--- src/rtl/score_round_if.sv ---
// Board/display-side signal bundle of the score round controller.
// master drives start, score_btn and d; slave is the controller itself.
interface score_round_if #(
    parameter int TOTAL_W = 8
) ();
    logic               start;
    logic               score_btn;
    logic [3:0]         d;
    logic [3:0]         round_score;
    logic               score_valid;
    logic [TOTAL_W-1:0] p1_total;
    logic [TOTAL_W-1:0] p2_total;
    logic               active_player;
    logic [3:0]         round_idx;
    logic               busy;
    logic               done;
    logic [1:0]         winner;
    logic [2:0]         dbg_state;

    // score_valid is a one-cycle pulse; there is no backpressure on the outputs.
    modport master (
        output start, score_btn, d,
        input  round_score, score_valid, p1_total, p2_total, active_player,
               round_idx, busy, done, winner, dbg_state
    );

    modport slave (
        input  start, score_btn, d,
        output round_score, score_valid, p1_total, p2_total, active_player,
               round_idx, busy, done, winner, dbg_state
    );
endinterface

--- src/rtl/score_round_controller.sv ---
// Two-player multi-round game sequencer: synchronises and debounces the score
// button, latches the switches on a press and accumulates weighted round scores.
module score_round_controller #(
    parameter int NUM_ROUNDS      = 5,
    parameter int DEBOUNCE_CYCLES = 4,
    parameter int TOTAL_W         = 8
) (
    input logic          clk,
    input logic          rst_n,
    score_round_if.slave bus
);
    localparam int CW = $clog2(DEBOUNCE_CYCLES + 1);
    localparam logic [CW-1:0] CNT_MAX = CW'(DEBOUNCE_CYCLES - 1);
    localparam logic [3:0] LAST_ROUND = 4'(NUM_ROUNDS - 1);

    typedef enum logic [2:0] {
        S_IDLE, S_WAIT_PRESS, S_SCORE, S_WAIT_RELEASE, S_DONE
    } state_t;

    state_t             r_state;
    logic [1:0]         r_btn_sync;
    logic [3:0]         r_d_meta;
    logic [3:0]         r_d_sync;
    logic               r_btn_db;
    logic               r_btn_db_q;
    logic [CW-1:0]      r_db_cnt;
    logic [3:0]         r_d_lat;
    logic [3:0]         r_round_score;
    logic               r_score_valid;
    logic [TOTAL_W-1:0] r_p1_total;
    logic [TOTAL_W-1:0] r_p2_total;
    logic               r_active_player;
    logic [3:0]         r_round_idx;
    logic               r_busy;
    logic               r_done;
    logic [1:0]         r_winner;

    logic               w_press_evt;
    logic [3:0]         w_score;
    logic [TOTAL_W-1:0] w_active_total;
    logic [TOTAL_W:0]   w_sum;
    logic [TOTAL_W-1:0] w_new_total;
    logic [TOTAL_W-1:0] w_p1_next;
    logic [TOTAL_W-1:0] w_p2_next;
    logic [1:0]         w_winner;

    // btn_db only follows btn_sync after DEBOUNCE_CYCLES consecutive disagreeing samples.
    always_ff @(posedge clk or negedge rst_n) begin
        if (!rst_n) begin
            r_btn_sync <= 2'b00;
            r_d_meta   <= 4'd0;
            r_d_sync   <= 4'd0;
            r_btn_db   <= 1'b0;
            r_btn_db_q <= 1'b0;
            r_db_cnt   <= '0;
        end else begin
            r_btn_sync <= {r_btn_sync[0], bus.score_btn};
            r_d_meta   <= bus.d;
            r_d_sync   <= r_d_meta;
            r_btn_db_q <= r_btn_db;
            if (r_btn_sync[1] == r_btn_db) begin
                r_db_cnt <= '0;
            end else if (r_db_cnt == CNT_MAX) begin
                r_btn_db <= r_btn_sync[1];
                r_db_cnt <= '0;
            end else begin
                r_db_cnt <= r_db_cnt + 1'b1;
            end
        end
    end

    assign w_press_evt    = r_btn_db & ~r_btn_db_q;
    assign w_score        = {3'b000, r_d_lat[0]} + {2'b00, r_d_lat[1], 1'b0}
                          + {2'b00, r_d_lat[2], r_d_lat[2]} + {1'b0, r_d_lat[3], 2'b00};
    assign w_active_total = r_active_player ? r_p2_total : r_p1_total;
    assign w_sum          = {1'b0, w_active_total} + {{(TOTAL_W-3){1'b0}}, w_score};
    assign w_new_total    = w_sum[TOTAL_W] ? {TOTAL_W{1'b1}} : w_sum[TOTAL_W-1:0];
    assign w_p1_next      = r_active_player ? r_p1_total : w_new_total;
    assign w_p2_next      = r_active_player ? w_new_total : r_p2_total;
    assign w_winner       = (w_p1_next > w_p2_next) ? 2'b01 :
                            (w_p2_next > w_p1_next) ? 2'b10 : 2'b11;

    always_ff @(posedge clk or negedge rst_n) begin
        if (!rst_n) begin
            r_state         <= S_IDLE;
            r_d_lat         <= 4'd0;
            r_round_score   <= 4'd0;
            r_score_valid   <= 1'b0;
            r_p1_total      <= '0;
            r_p2_total      <= '0;
            r_active_player <= 1'b0;
            r_round_idx     <= 4'd0;
            r_busy          <= 1'b0;
            r_done          <= 1'b0;
            r_winner        <= 2'b00;
        end else begin
            r_score_valid <= 1'b0;
            case (r_state)
                S_IDLE, S_DONE: begin
                    if (bus.start) begin
                        r_p1_total      <= '0;
                        r_p2_total      <= '0;
                        r_round_idx     <= 4'd0;
                        r_active_player <= 1'b0;
                        r_winner        <= 2'b00;
                        r_busy          <= 1'b1;
                        r_done          <= 1'b0;
                        r_state         <= S_WAIT_PRESS;
                    end
                end
                S_WAIT_PRESS: begin
                    if (w_press_evt) begin
                        r_d_lat <= r_d_sync;
                        r_state <= S_SCORE;
                    end
                end
                S_SCORE: begin
                    r_round_score <= w_score;
                    r_p1_total    <= w_p1_next;
                    r_p2_total    <= w_p2_next;
                    r_score_valid <= 1'b1;
                    if (!r_active_player) begin
                        r_active_player <= 1'b1;
                        r_state         <= S_WAIT_RELEASE;
                    end else if (r_round_idx == LAST_ROUND) begin
                        r_winner <= w_winner;
                        r_done   <= 1'b1;
                        r_busy   <= 1'b0;
                        r_state  <= S_DONE;
                    end else begin
                        r_active_player <= 1'b0;
                        r_round_idx     <= r_round_idx + 4'd1;
                        r_state         <= S_WAIT_RELEASE;
                    end
                end
                S_WAIT_RELEASE: begin
                    if (!r_btn_db) r_state <= S_WAIT_PRESS;
                end
                default: r_state <= S_IDLE;
            endcase
        end
    end

    assign bus.round_score   = r_round_score;
    assign bus.score_valid   = r_score_valid;
    assign bus.p1_total      = r_p1_total;
    assign bus.p2_total      = r_p2_total;
    assign bus.active_player = r_active_player;
    assign bus.round_idx     = r_round_idx;
    assign bus.busy          = r_busy;
    assign bus.done          = r_done;
    assign bus.winner        = r_winner;
    assign bus.dbg_state     = r_state;
endmodule
--- src/flat_wrapper.sv ---
// flat-port wrapper written by rule: the top's interface ports become plain ports
module score_round_controller_flat 
#(
    parameter int NUM_ROUNDS      = 5,
    parameter int DEBOUNCE_CYCLES = 4,
    parameter int TOTAL_W         = 8
)
  (clk, rst_n, bus_start, bus_score_btn, bus_d, bus_round_score, bus_score_valid, bus_p1_total, bus_p2_total, bus_active_player, bus_round_idx, bus_busy, bus_done, bus_winner, bus_dbg_state);
  score_round_if #(.TOTAL_W(TOTAL_W)) bus_i ();
  input logic clk;
  input logic rst_n;
  input wire logic [$bits(bus_i.start)-1:0] bus_start;
  input wire logic [$bits(bus_i.score_btn)-1:0] bus_score_btn;
  input wire logic [$bits(bus_i.d)-1:0] bus_d;
  output wire logic [$bits(bus_i.round_score)-1:0] bus_round_score;
  output wire logic [$bits(bus_i.score_valid)-1:0] bus_score_valid;
  output wire logic [$bits(bus_i.p1_total)-1:0] bus_p1_total;
  output wire logic [$bits(bus_i.p2_total)-1:0] bus_p2_total;
  output wire logic [$bits(bus_i.active_player)-1:0] bus_active_player;
  output wire logic [$bits(bus_i.round_idx)-1:0] bus_round_idx;
  output wire logic [$bits(bus_i.busy)-1:0] bus_busy;
  output wire logic [$bits(bus_i.done)-1:0] bus_done;
  output wire logic [$bits(bus_i.winner)-1:0] bus_winner;
  output wire logic [$bits(bus_i.dbg_state)-1:0] bus_dbg_state;
  assign bus_i.start = bus_start;
  assign bus_i.score_btn = bus_score_btn;
  assign bus_i.d = bus_d;
  assign bus_round_score = bus_i.round_score;
  assign bus_score_valid = bus_i.score_valid;
  assign bus_p1_total = bus_i.p1_total;
  assign bus_p2_total = bus_i.p2_total;
  assign bus_active_player = bus_i.active_player;
  assign bus_round_idx = bus_i.round_idx;
  assign bus_busy = bus_i.busy;
  assign bus_done = bus_i.done;
  assign bus_winner = bus_i.winner;
  assign bus_dbg_state = bus_i.dbg_state;
  score_round_controller #(.NUM_ROUNDS(NUM_ROUNDS), .DEBOUNCE_CYCLES(DEBOUNCE_CYCLES), .TOTAL_W(TOTAL_W)) u_core (.clk(clk), .rst_n(rst_n), .bus(bus_i));
endmodule
--- config.mk ---
export PLATFORM = sky130hd
export DESIGN_NAME = score_round_controller_flat
export DESIGN_NICKNAME = d
export VERILOG_FILES = /design/src/rtl/score_round_if.sv /design/src/rtl/score_round_controller.sv /design/src/flat_wrapper.sv
export SDC_FILE = /design/constraint.sdc
export NUM_CORES = 1
export LEC_CHECK = 0
export BUFFER_PORTS_ARGS = -buffer_cell sky130_fd_sc_hd__buf_2
export CAP_MARGIN = 0
export CORE_ASPECT_RATIO = 0.7
export CORE_UTILIZATION = 58
export DETAILED_ROUTE_END_ITERATION = 10
export PLACE_DENSITY = 0.81
export SLEW_MARGIN = 20
export SYNTH_ARGS = -nofsm -noshare
export SYNTH_HDL_FRONTEND = slang
export SYNTH_SLANG_ARGS = --single-unit
--- constraint.sdc ---
create_clock -name clk -period 11.68 [get_ports clk]
set_clock_uncertainty 0.15 [all_clocks]
set_input_delay 0.584 -clock clk [delete_from_list [all_inputs] [get_ports clk]]
set_output_delay 0.584 -clock clk [all_outputs]
set_load 0.01 [all_outputs]
==> flow_summary.json, run 1 <==
{
  "status": "finished, final reports clean",
  "crit_start": "u_core.r_d_lat[2]$_DFFE_PN0P_",
  "drcViolationCount": 0,
  "clockBufferDepth": 2,
  "synth.most_common_cell": "dfrtp_1",
  "final-hold-violation-count": 0,
  "drv_slew": 0,
  "synth_edf_count": 0,
  "p_per_area_mw_per_mm2": 255.6,
  "clock-sinks": 52,
  "synthesis.area_mm2": 0.002887,
  "clock_latency_ns": 0.31,
  "grt-ovfl-total": 0,
  "crit_required_ns": 11.75,
  "rrSetupSlack_ns": 7.62,
  "postCtsSetupBuffers": 0,
  "tns_ns": 0,
  "antenna_found_initial": 0,
  "start_kind": "flip-flop",
  "die-area_mm2": 0.005268,
  "cts_max_level": 2,
  "yosys_most_used_dff": "dfrtp_1",
  "vias_per_cell": 5.798,
  "dr.first_iter.drc_count": 165,
  "clk_pin_slew_worst_paths_ns": 0.09,
  "yosys-top-cells-count": "dfrtp_1, nand2_1, a21oi_1, ha_1",
  "num_rows": 21,
  "final_util_pct": 67.58,
  "synthCells": 283,
  "power.static_leakage_nw": 1.538,
  "layout_min_cycle_time_ns": 4.063,
  "routedWlPerCell_um": 15.79,
  "hold_slack_ns": 0.2050,
  "synth-seq-cells": 52,
  "die_x_um": 86.32,
  "finalWorstSetupSlack_ns": 7.617,
  "layout-drive-gt1-share_pct": 21.74,
  "worst_slew_pin_slew_ns": 0.6686,
  "reg2reg_depth": 15,
  "dr.pass1.iters": 5,
  "grt_pass1_vias": 1950,
  "synth_area_leaders": "dfrtp_1, ha_1, mux2_2",
  "async_flop_share_pct": 100.0,
  "timing.slew.headroom_pct": 55.32,
  "wl_met3_um": 422,
  "highest_layer": "met4",
  "cts_tree": "yes",
  "cp.arrival_ns": 4.14,
  "fp.coreArea_mm2": 0.004782,
  "yosys.area.top_type": "dfrtp_1",
  "cp-end-kind": "flip-flop",
  "hpwlAfterDp_um": 4380,
  "vdd_drop_max_uv": 141.8,
  "fmax_mhz": 246.1,
  "die_h_um": 61.03,
  "place.gp.congestion": 0.8962,
  "total_power_w": 0.0008261,
  "post-place-ws_ns": 7.675,
  "drv_cap": 0,
  "pin_count": 41,
  "detail-route-antenna-nets": 0,
  "synthesis.nets": 309,
  "hold_buffers": 0,
  "synth_warnings": 0,
  "yosysTopAreaCellShare_pct": 45.08,
  "ctsResizeCount": 0,
  "drt_wl_total_um": 6173,
  "port_buffers": 40,
  "rsz0062_at_grt": "no",
  "ys_seq_area_share_pct": 45.08,
  "synth.distinct_cells": 57,
  "synth_area_per_cell_um2": 10.20,
  "area_delta_synth_final_pct": 11.96,
  "r2r_end": "u_core.bus.winner[1]$_DFFE_PN0P_",
  "grt_max_degree": 53,
  "critical_path_class": "reg -> reg",
  "fin_crit_sh_pct": 34.79,
  "clockRootBuffer": "clkbuf_8",
  "hp-class": "reg -> reg",
  "final_nets": 347,
  "diodes": 0,
  "met2_length_um": 2678,
  "grt_pass1_wl_um": 9742,
  "via_count": 2267,
  "cts_made_buffers": 5,
  "crit_end": "u_core.bus.winner[1]$_DFFE_PN0P_",
  "setup_viol": 0,
  "start_util_pct": 60.36,
  "wl_met1_um": 2997,
  "track_usage_pct": 24.85,
  "rr_startpoint": "u_core.r_d_lat[2]$_DFFE_PN0P_",
  "crit_fanout": 7
}
[cell families after synthesis]
logic type / Yosys count / share of synthesized area (%)
buffers and inverters: 26 / 3.684
and+or+nand+nor: 89 / 15.69
xor gates and xnor gates: 5 / 1.517
DFF: 52 / 45.08
muxes: 19 / 8.106
adders and majority gates: 18 / 8.322
AOI/OAI and AO/OA: 74 / 17.60
[flip-flops by register name (all words and copies together) (netlist names), 4 cells and up]
register / flops
u_core.r_d_sync: 4
u_core.r_d_meta: 4
u_core.bus.round_idx: 4
u_core.bus.round_score: 4
u_core.bus.p1_total: 8
u_core.r_d_lat: 4
u_core.bus.p2_total: 8
[stage by stage]
step,instances,instance area (um2)
2_1_floorplan,283,2887
3_3_place_gp,383,3138
3_5_place_dp,383,3138
4_1_cts,391,3232
5_1_grt,391,3232
6_report,391,3232
[power by group]
part           total (W)  leakage (nW)  switching (W)  internal (W)
clock network   0.000108        0.0445      0.0000597     0.0000483
logic           0.000446         0.826       0.000252      0.000194
registers       0.000273         0.667      0.0000502      0.000222
[routing by layer]
layer | global-route usage (%) | up-vias
li1 | - | 1097
met1 | 37.04 | 1071
met2 | 37.53 | 89
met3 | 4.960 | 10
met4 | 6.905 | 0
met5 | 0 | -
[cells in the final DEF (no fill, tap or decap), drive strengths merged, types with 2 or more instances in the layout]
master,n
xor2,3
a211o,2
o211ai,2
a21o,7
clkbuf,7
mux2,12
o221a,2
nand2,29
o31ai,4
a311oi,2
and3,2
a21oi,16
a211oi,5
nand4,3
xnor2,2
nand3,16
and2,3
mux2i,7
o21ai,18
nand2b,4
nor2,14
buf,42
o21a,3
ha,16
dfrtp,52
nor3b,2
inv,15
fa,2
a21boi,2
nor2b,3
nor3,7
a31oi,3
[worst min-delay path by stage]
stage	startpoint	end	slack (ns)	cells after the start
global route	bus_d[3]	u_core.r_d_meta[3]$_DFF_PN0_	0.21	1
finish	u_core.r_d_meta[3]$_DFF_PN0_	u_core.r_d_sync[3]$_DFF_PN0_	0.21	0
CTS	u_core.r_d_meta[3]$_DFF_PN0_	u_core.r_d_sync[3]$_DFF_PN0_	0.21	0
global placement	u_core.r_d_meta[0]$_DFF_PN0_	u_core.r_d_sync[0]$_DFF_PN0_	0.18	0
detailed placement	u_core.r_d_meta[3]$_DFF_PN0_	u_core.r_d_sync[3]$_DFF_PN0_	0.19	0
floorplan	rst_n	u_core.bus.active_player$_DFFE_PN0P_	0.14	0
[critical path, cell delays in order, from the launching register on]
cell and delay (ns):
dfrtp_1 0.39, ha_1 0.21, inv_1 0.06, fa_1 0.49
inv_1 0.08, fa_1 0.45, a21o_1 0.24, o211ai_4 0.24
a211o_2 0.25, nand2b_4 0.08, o22a_1 0.21, ha_1 0.31
a21o_1 0.18, a21o_1 0.17, a211o_1 0.30, o21ai_0 0.18
[area by class of cell]
type                       count  area [um2]
tap                           69       86.33
timing repair buffer          42       215.2
clock buffer                   7       86.33
clock inverter                 1       7.507
multi-input combinational    205        1479
inverter                      15       56.30
fill                         397        1550
sequential                    52        1301
Power figures use the tool's default switching activity.
==> run 2: changes to the inputs <==
Settings changed: ABC_AREA set to 1, CORE_UTILIZATION 58 to 52, PLACE_DENSITY 0.81 to 0.76.
Clock period 11.68 ns to 3.6 ns, I/O delays scaled along.
==> flow_summary.json, run 2 <==
{
  "vias_per_cell": 5.087,
  "finalWorstSetupSlack_ns": 0.1100,
  "timing.slew.headroom_pct": 58.57,
  "synth_edf_count": 0,
  "dr.pass1.iters": 4,
  "start_kind": "flip-flop",
  "dp_cells": 458,
  "synthesis.area_mm2": 0.002875,
  "grt_pass1_vias": 2192,
  "routedWlPerCell_um": 12.80,
  "cp-end-kind": "flip-flop",
  "cpPeakStageDelay_ns": 0.53,
  "cts_max_level": 2,
  "start_util_pct": 54.40,
  "hp-class": "reg -> reg",
  "layout_commonest_cell": "nand2_1",
  "cts_tree": "yes",
  "tns_ns": 0,
  "final_cells": 481,
  "fp.coreArea_mm2": 0.005285,
  "mostFrequentLayoutCells": "nand2_1, dfrtp_1, buf_2",
  "yosys-top-cells-count": "nand2_1, dfrtp_1, inv_1, nand3_1, o21ai_0",
  "total_power_w": 0.003544,
  "path_buf_inv": 3,
  "async_flop_share_pct": 100.0,
  "diodes": 0,
  "detail-route-antenna-nets": 0,
  "dr.first_iter.drc_count": 161,
  "synth-seq-cells": 52,
  "die_x_um": 90.88,
  "synthesis.nets": 378,
  "pin_count": 41,
  "clockRootBuffer": "clkbuf_8",
  "place_area_mm2": 0.003139,
  "post-place-ws_ns": 0.01202,
  "crit_fanout": 8,
  "via_count": 2447,
  "num_rows": 22,
  "synthCells": 352,
  "place.gp.congestion": 0.8966,
  "final_nets": 434,
  "crit_chain": "ha_2 > inv_1 > fa_2 > inv_2 > fa_2 > nand2_1 > nand2_1 > nand2_2 > nand2_4 > nand2_4 > buf_4 > nand3_1 > o21ai_1 > ha_1 > a21oi_1 > o21ai_0 > nand2_1 > o211ai_1 > a22o_1",
  "synth.most_common_cell": "nand2_1",
  "ys_seq_area_share_pct": 45.26,
  "synth_area_leaders": "dfrtp_1, nand2_1, ha_1",
  "clk_pin_slew_worst_paths_ns": 0.09,
  "regArea_mm2": 0.001301,
  "clockBufferDepth": 2,
  "drt_wl_total_um": 6159,
  "yosys_most_used_dff": "dfrtp_1",
  "final-hold-violation-count": 0,
  "p_per_area_mw_per_mm2": 1025,
  "path_delay_family": "adder cells",
  "synth_area_per_cell_um2": 8.168,
  "synth_warnings": 0,
  "power.static_leakage_nw": 1.826,
  "grt_max_degree": 53,
  "port_buffers": 40,
  "clock_latency_ns": 0.31,
  "worst_slew_pin_slew_ns": 0.6215,
  "synth.distinct_cells": 36,
  "critical_path_class": "reg -> reg",
  "drv_slew": 0,
  "area_delta_synth_final_pct": 20.28,
  "cp.arrival_ns": 3.53,
  "track_usage_pct": 22.38,
  "drv_cap": 0,
  "grt-ovfl-total": 0,
  "multi_input_area_mm2": 0.001439,
  "grt_pass1_wl_um": 10160,
  "yosysTopAreaCellShare_pct": 45.26,
  "clock-sinks": 52,
  "die-area_mm2": 0.005836,
  "crit_slowest_cell": "fa_2",
  "die_h_um": 64.22,
  "vdd_drop_max_uv": 454.1,
  "path_common_cell": "nand2_1",
  "fillers": 444,
  "layout_min_cycle_time_ns": 3.490,
  "antenna_found_initial": 0,
  "fin_crit_sh_pct": 96.94,
  "status": "finished, final reports clean",
  "cts_made_buffers": 5,
  "hpwlAfterDp_um": 4258,
  "layout-drive-gt1-share_pct": 23.47,
  "setup_viol": 0,
  "yosys.area.top_type": "dfrtp_1",
  "crit_required_ns": 3.64,
  "fin_area_mm2": 0.003458,
  "drcViolationCount": 0,
  "fmax_mhz": 286.5
}
## run 2: timing repair
| action | in CTS | in global routing |
|---|---|---|
| setup buffers | 0 | 8 |
| endpoints found under the setup margin | 1 | 2 |
| pin swaps | 1 | 8 |
| resized for setup | 3 | 17 |
| hold buffers | 7 | 0 |
| endpoints found under the hold margin | 58 | 0 |
## run 2: final cells by class
class                   count  share of cell area, %
well taps                  72                  2.605
clock inverters             3                  1.230
multi-input cells         249                  41.61
clock buffers               5                  1.990
repair buffers             59                  10.42
flip-flops and latches     52                  37.63
inverters                  41                  4.522
## run 2: path summary, 6_finish.rpt
| kind | from | end | slack [ns] | cells past startpoint |
|---|---|---|---|---|
| hold reg to reg | u_core.r_btn_sync[0]$_DFF_PN0_ | u_core.r_btn_sync[1]$_DFF_PN0_ | 0.21 | 0 |
| min in group asynchronous | rst_n | u_core.r_d_lat[1]$_DFFE_PN0P_ | 0.36 | 3 |
| hold / removal | u_core.r_btn_sync[0]$_DFF_PN0_ | u_core.r_btn_sync[1]$_DFF_PN0_ | 0.21 | 0 |
| setup / recovery | u_core.r_d_lat[2]$_DFFE_PN0P_ | u_core.bus.winner[0]$_DFFE_PN0P_ | 0.11 | 19 |
| setup reg to reg | u_core.r_d_lat[2]$_DFFE_PN0P_ | u_core.bus.winner[0]$_DFFE_PN0P_ | 0.11 | 19 |
| max in group asynchronous | rst_n | u_core.bus.p2_total[6]$_DFFE_PN0P_ | 2.52 | 3 |
## run 2: power breakdown
part	internal, W	leakage, nW	switching [W]
logic	0.000908	1.11	0.00133
registers	0.000756	0.662	0.000150
clock network	0.000206	0.0541	0.000195
## run 2: layer usage
| metal | vias to the layer above | track usage [%] | share of wire [%] |
|---|---|---|---|
| met3 | 4 | 4.405 | 5.4 |
| met1 | 1142 | 33.21 | 51 |
| met5 | - | 0 | 0 |
| met4 | 0 | 5.952 | 0.62 |
| li1 | 1237 | - | - |
| met2 | 64 | 33.43 | 43 |
## run 2: kinds of logic after synthesis
group,after synthesis,synth area share [%]
buf+inv,51,7.398
compound gates,49,10.66
flops,52,45.26
fa+ha+maj,18,8.355
simple gates,175,26.02
xor+xnor,5,1.523
mux,2,0.7832
## run 2: per-stage QoR
step / util (%) / hold slack [ns]
3_3_place_gp: 59.40 / 0.1381
6_report: 65.44 / 0.2056
3_5_place_dp: 59.40 / 0.1405
4_1_cts: 63.26 / 0.2075
5_1_grt: 65.44 / 0.2161
2_1_floorplan: - / -0.2656
==> run 3: changes to the inputs <==
Settings changed: PLACE_DENSITY 0.76 to 0.8, RECOVER_POWER set to 50.
==> flow_summary.json, run 3 (same netlist as run 2, synthesis figures left out) <==
{
  "start_kind": "flip-flop",
  "status": "finished, final reports clean",
  "diodes": 0,
  "num_rows": 22,
  "antenna_found_initial": 0,
  "post-place-ws_ns": -0.02200,
  "track_usage_pct": 22.57,
  "cts_tree": "yes",
  "layout_min_cycle_time_ns": 3.515,
  "layout_commonest_cell": "nand2_1",
  "grt-ovfl-total": 0,
  "via_count": 2520,
  "timing.slew.headroom_pct": 13.51,
  "critical_path_class": "reg -> reg",
  "finalWorstSetupSlack_ns": 0.08467,
  "layout-drive-gt1-share_pct": 19.46,
  "port_buffers": 40,
  "gr-usage-met1_pct": 33.20,
  "detail-route-antenna-nets": 0,
  "path_delay_family": "adder cells",
  "start_util_pct": 54.40,
  "drv_cap": 0,
  "clock_latency_ns": 0.31,
  "final_nets": 436,
  "grt_pass1_vias": 2252,
  "clockBufferDepth": 2,
  "die_h_um": 64.22,
  "mostFrequentLayoutCells": "nand2_1, dfrtp_1, inv_1",
  "seqPwrFrac_pct": 24.5,
  "p_per_area_mw_per_mm2": 1061,
  "final-hold-violation-count": 0,
  "p_sw_w": 0.001806,
  "drcViolationCount": 0,
  "grt_pass1_wl_um": 10340,
  "area_delta_synth_final_pct": 21.32,
  "die_x_um": 90.88,
  "p_clk_share_pct": 9.5,
  "drv_slew": 0,
  "routedWlPerCell_um": 13.60,
  "fillers": 447,
  "reg2reg_depth": 22,
  "internal_power_w": 0.001894,
  "grtUsageMet2_pct": 33.43,
  "power.static_leakage_nw": 1.719,
  "rr_startpoint": "u_core.r_d_lat[0]$_DFFE_PN0P_",
  "clock-sinks": 52,
  "place.gp.congestion": 0.9052,
  "dr.first_iter.drc_count": 128,
  "path_buf_inv": 3,
  "dr.pass1.iters": 5,
  "worst_slew_pin_slew_ns": 1.297,
  "crit_start": "u_core.r_d_lat[0]$_DFFE_PN0P_",
  "cp-end-kind": "flip-flop",
  "hold_start": "u_core.r_d_meta[2]$_DFF_PN0_",
  "cts_made_buffers": 5,
  "worstSetupPathDepth": 22,
  "drt_wl_total_um": 6569,
  "vias_per_cell": 5.217,
  "cpPeakStageDelay_ns": 0.55,
  "fmax_mhz": 284.5,
  "vdd_drop_max_uv": 520.2,
  "crit_required_ns": 3.66,
  "crit_slowest_cell": "fa_2",
  "fp.coreArea_mm2": 0.005285,
  "setup_viol": 0,
  "cp.arrival_ns": 3.58,
  "busiest_layer": "met2",
  "hpwlAfterDp_um": 4328,
  "grtUsageMet3_pct": 4.286,
  "crit_fanout": 3,
  "grt_max_degree": 31,
  "cts_max_level": 2,
  "die-area_mm2": 0.005836,
  "crit_chain": "ha_2 > inv_2 > fa_2 > inv_2 > ha_4 > nand2_2 > nor2_2 > nor2_2 > nand2_2 > inv_2 > nor2_4 > nand2_2 > nand4_1 > nand2_2 > ha_4 > nand2_1 > nor2_2 > nand2_1 > o211ai_1 > o21ai_1 > nand2_1 > nand2_1",
  "clockRootBuffer": "clkbuf_8",
  "swShare_pct": 48.82,
  "final_util_pct": 66.00,
  "clk_pin_slew_worst_paths_ns": 0.10,
  "comb_power_share_pct": 66.0,
  "hold_depth": 0,
  "pin_count": 41,
  "fin_crit_sh_pct": 97.65,
  "hp-class": "reg -> reg"
}
==> run 3: changes by cell type in the layout (fill, tap and decap cells not counted), moves of 2 or more <==
cell,change
ha_4,+2
inv_1,-2
nand2_1,-4
ha_1,-2
inv_2,+2
nand2_2,+4
clkbuf_1,+31
nand3_2,+2
buf_2,-30
nand3_1,-2
==> run 3: per-stage QoR <==
step / area [um2] / power [W] / std cells / hold slack (ns) / setup TNS, ns
4_1_cts: 3328 / 0.003292 / 473 / 0.2070 / 0
2_1_floorplan: 2875 / 0.002388 / 352 / -0.2656 / 0
3_5_place_dp: 3139 / 0.002871 / 458 / 0.04141 / -0.02200
6_report: 3488 / 0.003699 / 483 / 0.2039 / 0
5_1_grt: 3488 / 0.004028 / 483 / 0.2152 / -0.1291
3_3_place_gp: 3139 / 0.002810 / 458 / 0.04462 / 0
==> run 3: power by group through the flow <==
stage / sequential [W] / combinational [W] / clock (W)
after global routing: 0.000930 / 0.00272 / 0.000380
after global placement: 0.000900 / 0.00191 / 0
after CTS: 0.000900 / 0.00203 / 0.000362
after detailed placement: 0.000910 / 0.00196 / 0
after floorplan: 0.000938 / 0.00145 / 0
final: 0.000906 / 0.00244 / 0.000350
==> run 3: final timing paths <==
check,to,slack (ns)
hold reg to reg,u_core.r_d_sync[2]$_DFF_PN0_,0.20
setup / recovery,u_core.bus.winner[1]$_DFFE_PN0P_,0.08
min in group asynchronous,u_core.r_d_lat[1]$_DFFE_PN0P_,0.53
hold / removal,u_core.r_d_sync[2]$_DFF_PN0_,0.20
max in group asynchronous,u_core.bus.dbg_state[2]$_DFFE_PN0P_,1.74
setup reg to reg,u_core.bus.winner[1]$_DFFE_PN0P_,0.08
==> run 3: per-layer routing <==
metal / vias to the layer above / share of wire [%]
met5: - / 0
met4: 0 / 2.5
met3: 17 / 6.1
met2: 87 / 45
met1: 1169 / 47
li1: 1247 / -
==> run 3: layout make-up <==
cell class / instances / area [um2] / area share [%]
Sequential cell: 52 / 1301 / 37.30
Timing Repair Buffer: 61 / 334.1 / 9.577
Inverter: 41 / 156.4 / 4.483
Multi-Input combinational cell: 249 / 1510 / 43.29
Clock inverter: 2 / 13.76 / 0.3945
Tap cell: 72 / 90.09 / 2.582
Clock buffer: 6 / 82.58 / 2.367
==> run 3: timing repair <==
| action | 4_1_cts | 5_1_grt |
|---|---|---|
| hold endpoints to repair | 28 | 0 |
| pin swaps | 1 | 21 |
| setup endpoints to repair | 2 | 2 |
| setup buffers | 0 | 10 |
| gates resized for setup | 3 | 33 |
| hold buffers | 7 | 0 |
